===== src/rtl/keypad_lock_pkg.sv =====
// Shared types and key codes for the two-digit keypad lock.
// Used by keypad_lock_ctrl and key_edge_det.
package keypad_lock_pkg;

  typedef enum logic [1:0] {
    ST_OPEN    = 2'd0,
    ST_LOCKED  = 2'd1,
    ST_LOCKOUT = 2'd2
  } state_e;

  localparam logic [1:0] DIG_NONE = 2'b00;
  localparam logic [1:0] DIG_1    = 2'b01;
  localparam logic [1:0] DIG_2    = 2'b10;

  // 2'b11 is an invalid keypad code and never counts as a digit.
  function automatic logic is_digit(input logic [1:0] code);
    return (code == DIG_1) || (code == DIG_2);
  endfunction

endpackage


===== src/rtl/key_edge_det.sv =====
// Press detector: registers the raw keypad lines and flags a press only on the
// sample where a key goes from released to pressed, so held keys count once.
module key_edge_det
  import keypad_lock_pkg::*;
(
  input  logic       clk,
  input  logic       n_rst,
  input  logic [1:0] button_2_1,
  input  logic       button_star,
  output logic       digit_vld,
  output logic [1:0] digit,
  output logic       star_vld
);

  logic [1:0] btn_q, btn_d;
  logic       star_q, star_d;

  always_comb begin
    btn_d  = button_2_1;
    star_d = button_star;
  end

  always_ff @(posedge clk or negedge n_rst) begin
    if (!n_rst) begin
      btn_q  <= DIG_NONE;
      star_q <= 1'b0;
    end else begin
      btn_q  <= btn_d;
      star_q <= star_d;
    end
  end

  always_comb begin
    star_vld  = button_star && !star_q;
    digit_vld = is_digit(button_2_1) && (btn_q == DIG_NONE);
    digit     = button_2_1;
  end

endmodule


===== src/rtl/keypad_lock_ctrl.sv =====
// Keypad door lock: first PW_LEN digits in OPEN set the password, digits plus '*'
// in LOCKED attempt an unlock. Define KEYPAD_LOCK_LOCKOUT_EN for the lockout feature.
module keypad_lock_ctrl
  import keypad_lock_pkg::*;
#(
  parameter int PW_LEN = 2
`ifdef KEYPAD_LOCK_LOCKOUT_EN
  ,
  parameter int MAX_TRY     = 3,
  parameter int LOCKOUT_CYC = 16
`endif
) (
  input  logic       clk,
  input  logic       n_rst,
  input  logic [1:0] button_2_1,
  input  logic       button_star,
  output logic       lock,
  output logic       open,
  output logic       led_red,
  output logic       led_green
);

  localparam int IDX_W = $clog2(PW_LEN + 1);

  logic       digit_vld, star_vld, take_digit, match;
  logic [1:0] digit;

  state_e                   state_q, state_d;
  logic [IDX_W-1:0]         idx_q, idx_d;
  logic [PW_LEN-1:0][1:0]   pw_q, pw_d;
  logic [PW_LEN-1:0][1:0]   entry_q, entry_d;
  logic                     ovf_q, ovf_d;
`ifdef KEYPAD_LOCK_LOCKOUT_EN
  localparam int CNT_W = $clog2(LOCKOUT_CYC);
  logic [1:0]       fail_q, fail_d;
  logic [CNT_W-1:0] cnt_q, cnt_d;
  logic             blink_q, blink_d;
`endif

  key_edge_det u_edge (
    .clk         (clk),
    .n_rst       (n_rst),
    .button_2_1  (button_2_1),
    .button_star (button_star),
    .digit_vld   (digit_vld),
    .digit       (digit),
    .star_vld    (star_vld)
  );

  // A star in the same cycle as a digit takes priority.
  assign take_digit = digit_vld && !star_vld;
  assign match      = (idx_q == IDX_W'(PW_LEN)) && !ovf_q && (entry_q == pw_q);

  always_ff @(posedge clk or negedge n_rst) begin
    if (!n_rst) begin
      state_q <= ST_OPEN;
      idx_q   <= '0;
      pw_q    <= '0;
      entry_q <= '0;
      ovf_q   <= 1'b0;
`ifdef KEYPAD_LOCK_LOCKOUT_EN
      fail_q  <= '0;
      cnt_q   <= '0;
      blink_q <= 1'b0;
`endif
    end else begin
      state_q <= state_d;
      idx_q   <= idx_d;
      pw_q    <= pw_d;
      entry_q <= entry_d;
      ovf_q   <= ovf_d;
`ifdef KEYPAD_LOCK_LOCKOUT_EN
      fail_q  <= fail_d;
      cnt_q   <= cnt_d;
      blink_q <= blink_d;
`endif
    end
  end

  always_comb begin
    state_d = state_q;
    idx_d   = idx_q;
    pw_d    = pw_q;
    entry_d = entry_q;
    ovf_d   = ovf_q;
`ifdef KEYPAD_LOCK_LOCKOUT_EN
    fail_d  = fail_q;
    cnt_d   = cnt_q;
    blink_d = blink_q;
`endif
    case (state_q)
      ST_OPEN: begin
        if (take_digit) begin
          for (int i = 0; i < PW_LEN; i++) begin
            if (idx_q == IDX_W'(i)) pw_d[i] = digit;
          end
          if (idx_q == IDX_W'(PW_LEN - 1)) begin
            state_d = ST_LOCKED;
            idx_d   = '0;
          end else begin
            idx_d = idx_q + IDX_W'(1);
          end
        end
      end
      ST_LOCKED: begin
        if (star_vld) begin
          idx_d   = '0;
          entry_d = '0;
          ovf_d   = 1'b0;
          if (match) state_d = ST_OPEN;
`ifdef KEYPAD_LOCK_LOCKOUT_EN
          if (match) begin
            fail_d = '0;
          end else begin
            fail_d = fail_q + 2'd1;
            if (fail_q == 2'(MAX_TRY - 1)) begin
              state_d = ST_LOCKOUT;
              cnt_d   = '0;
              blink_d = 1'b1;
            end
          end
`endif
        end else if (take_digit) begin
          if (idx_q == IDX_W'(PW_LEN)) begin
            ovf_d = 1'b1;
          end else begin
            for (int i = 0; i < PW_LEN; i++) begin
              if (idx_q == IDX_W'(i)) entry_d[i] = digit;
            end
            idx_d = idx_q + IDX_W'(1);
          end
        end
      end
`ifdef KEYPAD_LOCK_LOCKOUT_EN
      ST_LOCKOUT: begin
        blink_d = ~blink_q;
        cnt_d   = cnt_q + CNT_W'(1);
        if (cnt_q == CNT_W'(LOCKOUT_CYC - 1)) begin
          state_d = ST_LOCKED;
          fail_d  = '0;
          cnt_d   = '0;
        end
      end
`endif
      default: state_d = ST_OPEN;
    endcase
  end

  always_comb begin
    open      = (state_q == ST_OPEN);
    lock      = (state_q == ST_LOCKED) || (state_q == ST_LOCKOUT);
    led_green = open;
    led_red   = lock;
`ifdef KEYPAD_LOCK_LOCKOUT_EN
    if (state_q == ST_LOCKOUT) led_red = blink_q;
`endif
  end

endmodule


===== config.mk =====
export PLATFORM = sky130hd
export DESIGN_NAME = keypad_lock_ctrl
export DESIGN_NICKNAME = d
export VERILOG_FILES = /design/src/rtl/keypad_lock_pkg.sv /design/src/rtl/key_edge_det.sv /design/src/rtl/keypad_lock_ctrl.sv
export SDC_FILE = /design/constraint.sdc
export NUM_CORES = 1
export LEC_CHECK = 0
export ABC_CLOCK_PERIOD_IN_PS = 1830
export BUFFER_PORTS_ARGS = -buffer_cell sky130_fd_sc_hd__clkbuf_2
export CAP_MARGIN = 15
export CORE_MARGIN = 4
export CORE_UTILIZATION = 54
export DETAILED_ROUTE_END_ITERATION = 8
export PLACE_DENSITY = 0.75
export SYNTH_ARGS = -nofsm -noshare
export SYNTH_HDL_FRONTEND = slang
export SYNTH_SLANG_ARGS = --single-unit

===== constraint.sdc =====
create_clock -name clk -period 1.83 [get_ports clk]
set_input_delay 0.366 -clock clk [delete_from_list [all_inputs] [get_ports clk]]
set_output_delay 0.366 -clock clk [all_outputs]
set_load 0.01 [all_outputs]

======== Word-level counts from Yosys, hierarchy flattened ========
Index checks and enable logic that the tools add are counted.
storage, ports and cells
  flip-flop bits (word level) ............. 16
  input bits .............................. 5
  word-level logic and storage cells ...... 68
  output and inout bits ................... 4
operators by class
  eq/ne operators ......................... 14
  mux-type cells .......................... 19
  $add $sub $neg .......................... 1
  reduce and logical (&&, ||, !) cells .... 25
operators by type and width
  kind                                                                     number
  2-bit two-way mux                                                        11
  4-bit AND reduction                                                      4
  4-bit two-way mux                                                        3
  2-bit nonzero test                                                       5
  3-bit AND reduction                                                      3
  2-bit one-hot mux with 2 select lines                                    2
  2-bit by 1-bit equality test with 1-bit output, second input constant    3
  2-bit equality test, second input constant                               3
  2-bit zero test                                                          3
  2-bit inequality test, second input constant                             3
  3-bit inequality test, second input constant                             2
  1-bit logical AND                                                        5
  4-bit equality test                                                      1
  2-bit by 1-bit inequality test with 1-bit output, second input constant  2
  1-bit zero test                                                          3
  1-bit two-way mux                                                        3
  2-bit by 1-bit adder with 2-bit output, second input constant            1
  1-bit logical OR                                                         2

======== Longest topological paths before layout ========
  depth after elaboration ................. 7
  mapped depth ............................ 6
  depth with buffers taken out ............ 6

======== Modules after synthesis ========
From an unflattened synthesis, not the netlist that was laid out.
second synthesis, totals
  cells, all modules ...................... 73
  area, all modules ....................... 828.3 um^2
by module, submodules not included
  module            sequential area each (um^2)  instances  area each (um^2)  cells each
  keypad_lock_ctrl  300.3                        1          713.2             65
  key_edge_det      75.1                         1          115.1             8

======== Least setup slack after synthesis ========
OpenSTA, ideal clock, no wires.
  kind .................................... register to register
  from .................................... register idx_q[0]
  to ...................................... register state_q[0]
  required time ........................... 1.699 ns
  slack ................................... 0.189 ns
  clock period less this slack ............ 1.641 ns
  stages on the path, launching flop included .. 7
  buffers on the path ..................... 0
  arrival ................................. 1.509 ns
  library setup time ...................... 0.131 ns
  path through ............................ dfrtp_1 -> inv_1 -> ha_1 -> inv_1 -> or4_1 -> nor4_1 -> o21ai_0
on the way
  word-level cells in the longest chain between the ends .. 5
  elaborated cells on any way between the ends .. 7
  classes of those cells .................. 4 x eq/ne; 3 x reduce/logical
RTL lines
  element                            RTL line                RTL
  start, declared                    keypad_lock_ctrl.sv:29  logic [IDX_W-1:0] idx_q, idx_d;
  start signal, assigned             keypad_lock_ctrl.sv:68  idx_q <= idx_d;
  2-bit equality test                keypad_lock_ctrl.sv:52  assign match = (idx_q == IDX_W'(PW_LEN)) && !ovf_q && (entry_q == pw_q);
  1-bit logical AND (2 in series)    keypad_lock_ctrl.sv:52
  2-bit inequality test (no line)    n/a
  4-bit AND reduction (no line) (*)  n/a
  end signal, assigned               keypad_lock_ctrl.sv:67  state_q <= state_d;
  end, declared                      keypad_lock_ctrl.sv:28  state_e state_q, state_d;
Every way passes the cells marked *; elsewhere a longest branch is shown, timed or not.
A chain may end at the register's enable or synchronous reset.

======== Worst setup path after layout ========
  from .................................... register idx_q[0]
  to ...................................... register entry_q[1] (netlist bit)
on the way
  word-level cells in the longest chain between the ends .. 3
  elaborated cells on any way between the ends .. 5
  classes of those cells .................. 2 x eq/ne; 3 x reduce/logical
RTL lines
  element                                                                       RTL line                                          RTL
  2-bit equality test / 2-bit zero test (equally long branches)                 keypad_lock_ctrl.sv:124, keypad_lock_ctrl.sv:128
  2-bit inequality test (no line) / 2-bit nonzero test (equally long branches)  n/a
  4-bit AND reduction (no line) (*)                                             n/a
  end signal, assigned                                                          keypad_lock_ctrl.sv:70                            entry_q <= entry_d;
  end, declared                                                                 keypad_lock_ctrl.sv:31                            logic [PW_LEN-1:0][1:0] entry_q, entry_d;
Marks and branches as above.

==> out/results.ini <==
[outcome]
outcome=finished clean

[timing]
finClkSkew_ns=0.00691
slew_headroom_pct=66.4
fin_setup_tns_ns=0
final-hold-violation-count=0
finalCritPeriodShare_pct=97.1
max_freq_mhz=563
rsz0062_at_grt=yes
setup_viol=0
finalMaxSlewViolations=0
tightest_slew_ns=0.500
fin_crit_ns=1.78

[finish]
drive_above_1_share_pct=21.5
final_nets=88
fillers=96
insertedDiodeCount=0
post-route-util_pct=65.4
instances_no_fill=94
final_area_um2=862
syn_to_final_growth_pct=13.1

[power]
p_leak_nw=0.402
finalPower_mw=1.19
p_per_area_nw_per_um2=1380
ir_worst_vdd_v=0.000786

[placement]
hpwl_um=1090
placedCellCount=89
gp_congestion=0.760
placed_area_um2=817
port_buffers=8

[routing]
via_per_inst=6.18
dr_total_vias=581
dr.first_iter.drc_count=33
route.antenna.remaining_nets=0
dr.pass1.iters=4
drt_wl_total_um=1500
wl_per_cell_um=15.9
drc=0

[global_routing]
grt_max_degree=16
antenna_found_initial=0
track_usage_pct=17.6
grt-ovfl-total=0
grt_pass1_vias=543
grt_pass1_wl_um=2440

[logic_synthesis]
yosysSeqAreaShare_pct=49.3
synth-edff-count=0
synthesis.nets=75
synth_cells=67
async_reset_ff_share_pct=100
synth_commonest_cells=dfrtp_1 (15), inv_1 (5), a21oi_1 (4), a32o_1 (4), xor2_1 (4)
synth_top_flop_cell=dfrtp_1
synth_most_common_cell=dfrtp_1
syn_area_um2=762
synthTopCellsByArea=dfrtp_1 (49%), a32o_1 (5.3%), ha_1 (4.9%), xor2_1 (4.6%), mux2_1 (4.4%)
yosysWarnings=0
synth_top_area_share_pct=49.3
syn_avg_cell_area_um2=11.4
synth_cell_types=27
ys_seq_elements=15
yosysTopAreaCell=dfrtp_1

[die]
die_w_um=45.6
io_pins=9
die_area_um2=2080
start_util_pct=57.8
die_height_um=45.6
rows=13
fp.coreArea_um2=1320

[clock_tree]
cts_root_buf=clkbuf_4
cts_buffer_depth=2
cts_htree_levels=1
cts_tree=done
clock-sinks=15
path_clk_slew_ns=0.09
cts_made_buffers=3
insertion_delay_ns=0.29

[worst_setup_path]
crit_fanout=5
required_ns=2.00
cp-start-kind=flop
arrival_ns=1.95
worst-setup-path-type=flop to flop
worstSetupEndpointType=flop

[job]
maxCapViolations=0

[worst_hold_path]
hp-class=input port to flop

-- path summary, 6_finish.rpt --
| path | from | end | slack (ns) | depth (start not counted) |
|---|---|---|---|---|
| max | idx_q[0] | entry_q[1] | 0.05 | 5 |
| min reg2reg | pw_q[3] | pw_q[3] | 0.53 | 1 |
| max reg2reg | idx_q[0] | entry_q[1] | 0.05 | 5 |
| max in group asynchronous | n_rst | state_q[0] | 1.03 | 2 |
| min in group asynchronous | n_rst | entry_q[2] | 0.53 | 2 |
| min | button_star | u_edge.star_q | 0.20 | 1 |
-- repair_timing --
item,in CTS,in global routing
endpoints found under the hold margin,15,0
setup endpoints to repair,1,3
hold buffers,1,0
buffers inserted,0,0
resized for setup,1,1
gates cloned,0,0
-- area by class of cell --
class                      instances  area (um2)  share of cell area, %
clock buffer                       4        26.3                   3.05
tap                               15        18.8                   2.18
sequential                        15         375                   43.5
multi-input combinational         44         358                   41.5
inverter                           5        18.8                   2.18
timing repair buffer              11        65.1                   7.55
-- power breakdown --
| group | leakage [nW] | switching, mW | internal [mW] |
|---|---|---|---|
| clock | 0.0150 | 0.107 | 0.0847 |
| sequential | 0.191 | 0.0665 | 0.430 |
| combinational | 0.196 | 0.291 | 0.214 |
-- routing by layer --
| metal | global-route usage (%) | routed length (um) | part of all wire [%] |
|---|---|---|---|
| met5 | 0 | 0 | 0 |
| met4 | 10.5 | 31 | 2.1 |
| met3 | 4.74 | 70 | 4.7 |
| met2 | 26.7 | 679 | 45 |
| met1 | 22.1 | 714 | 48 |
-- state kept, by name, indices dropped and copies added, names as in the netlist --
signal / count
entry_q: 4
state_q: 1
u_edge.star_q: 1
pw_q: 4
idx_q: 2
u_edge.btn_q: 2
ovf_q: 1
-- kinds of logic (layout without fill, tap and decap cells) --
family | count (synthesis) | count (layout) | synth area share, %
flip-flops | 15 | 15 | 49.3
adder cells (fa/ha/maj) | 3 | 3 | 4.93
AND/OR/NAND/NOR | 18 | 18 | 15.8
buffers and inverters | 8 | 20 | 4.93
multiplexers | 5 | 5 | 7.06
AO/OA/AOI/OAI | 13 | 13 | 12.3
XOR/XNOR | 5 | 5 | 5.75
-- worst max-delay path: stages, from the launching register on --
cell and delay (ns):
dfrtp_1 0.36, inv_1 0.08, ha_2 0.22, nor4_2 0.51
nand3_1 0.21, a32o_1 0.29
-- layout by cell type (no fill, tap or decap) --
cell and n:
nor2b_1 1, a32o_1 4, dlygate4sd3_1 1, nor3_1 1, nor2_1 2, xnor2_1 1
or4_1 1, inv_1 5, nor4_2 2, clkbuf_2 8, o21ai_0 2, nand3_1 3
nand2b_1 1, a221oi_1 1, o221ai_1 1, buf_4 2, mux2_1 3, a21oi_1 4
nand2_1 2, clkbuf_1 1, nand4_1 2, mux2i_1 2, and4_1 2, nor3_4 1
a31oi_1 1, ha_1 2, ha_2 1, xor2_1 4, dfrtp_1 15, clkbuf_4 3
-- through the flow --
step,setup slack [ns],hold WS (ns)
2_1_floorplan,0.189,0.0704
3_3_place_gp,0.0585,0.298
3_5_place_dp,0.0113,0.300
4_1_cts,0.0271,0.196
5_1_grt,-0.0169,0.193
6_report,0.0531,0.202
(Power assumes the default switching activity.)
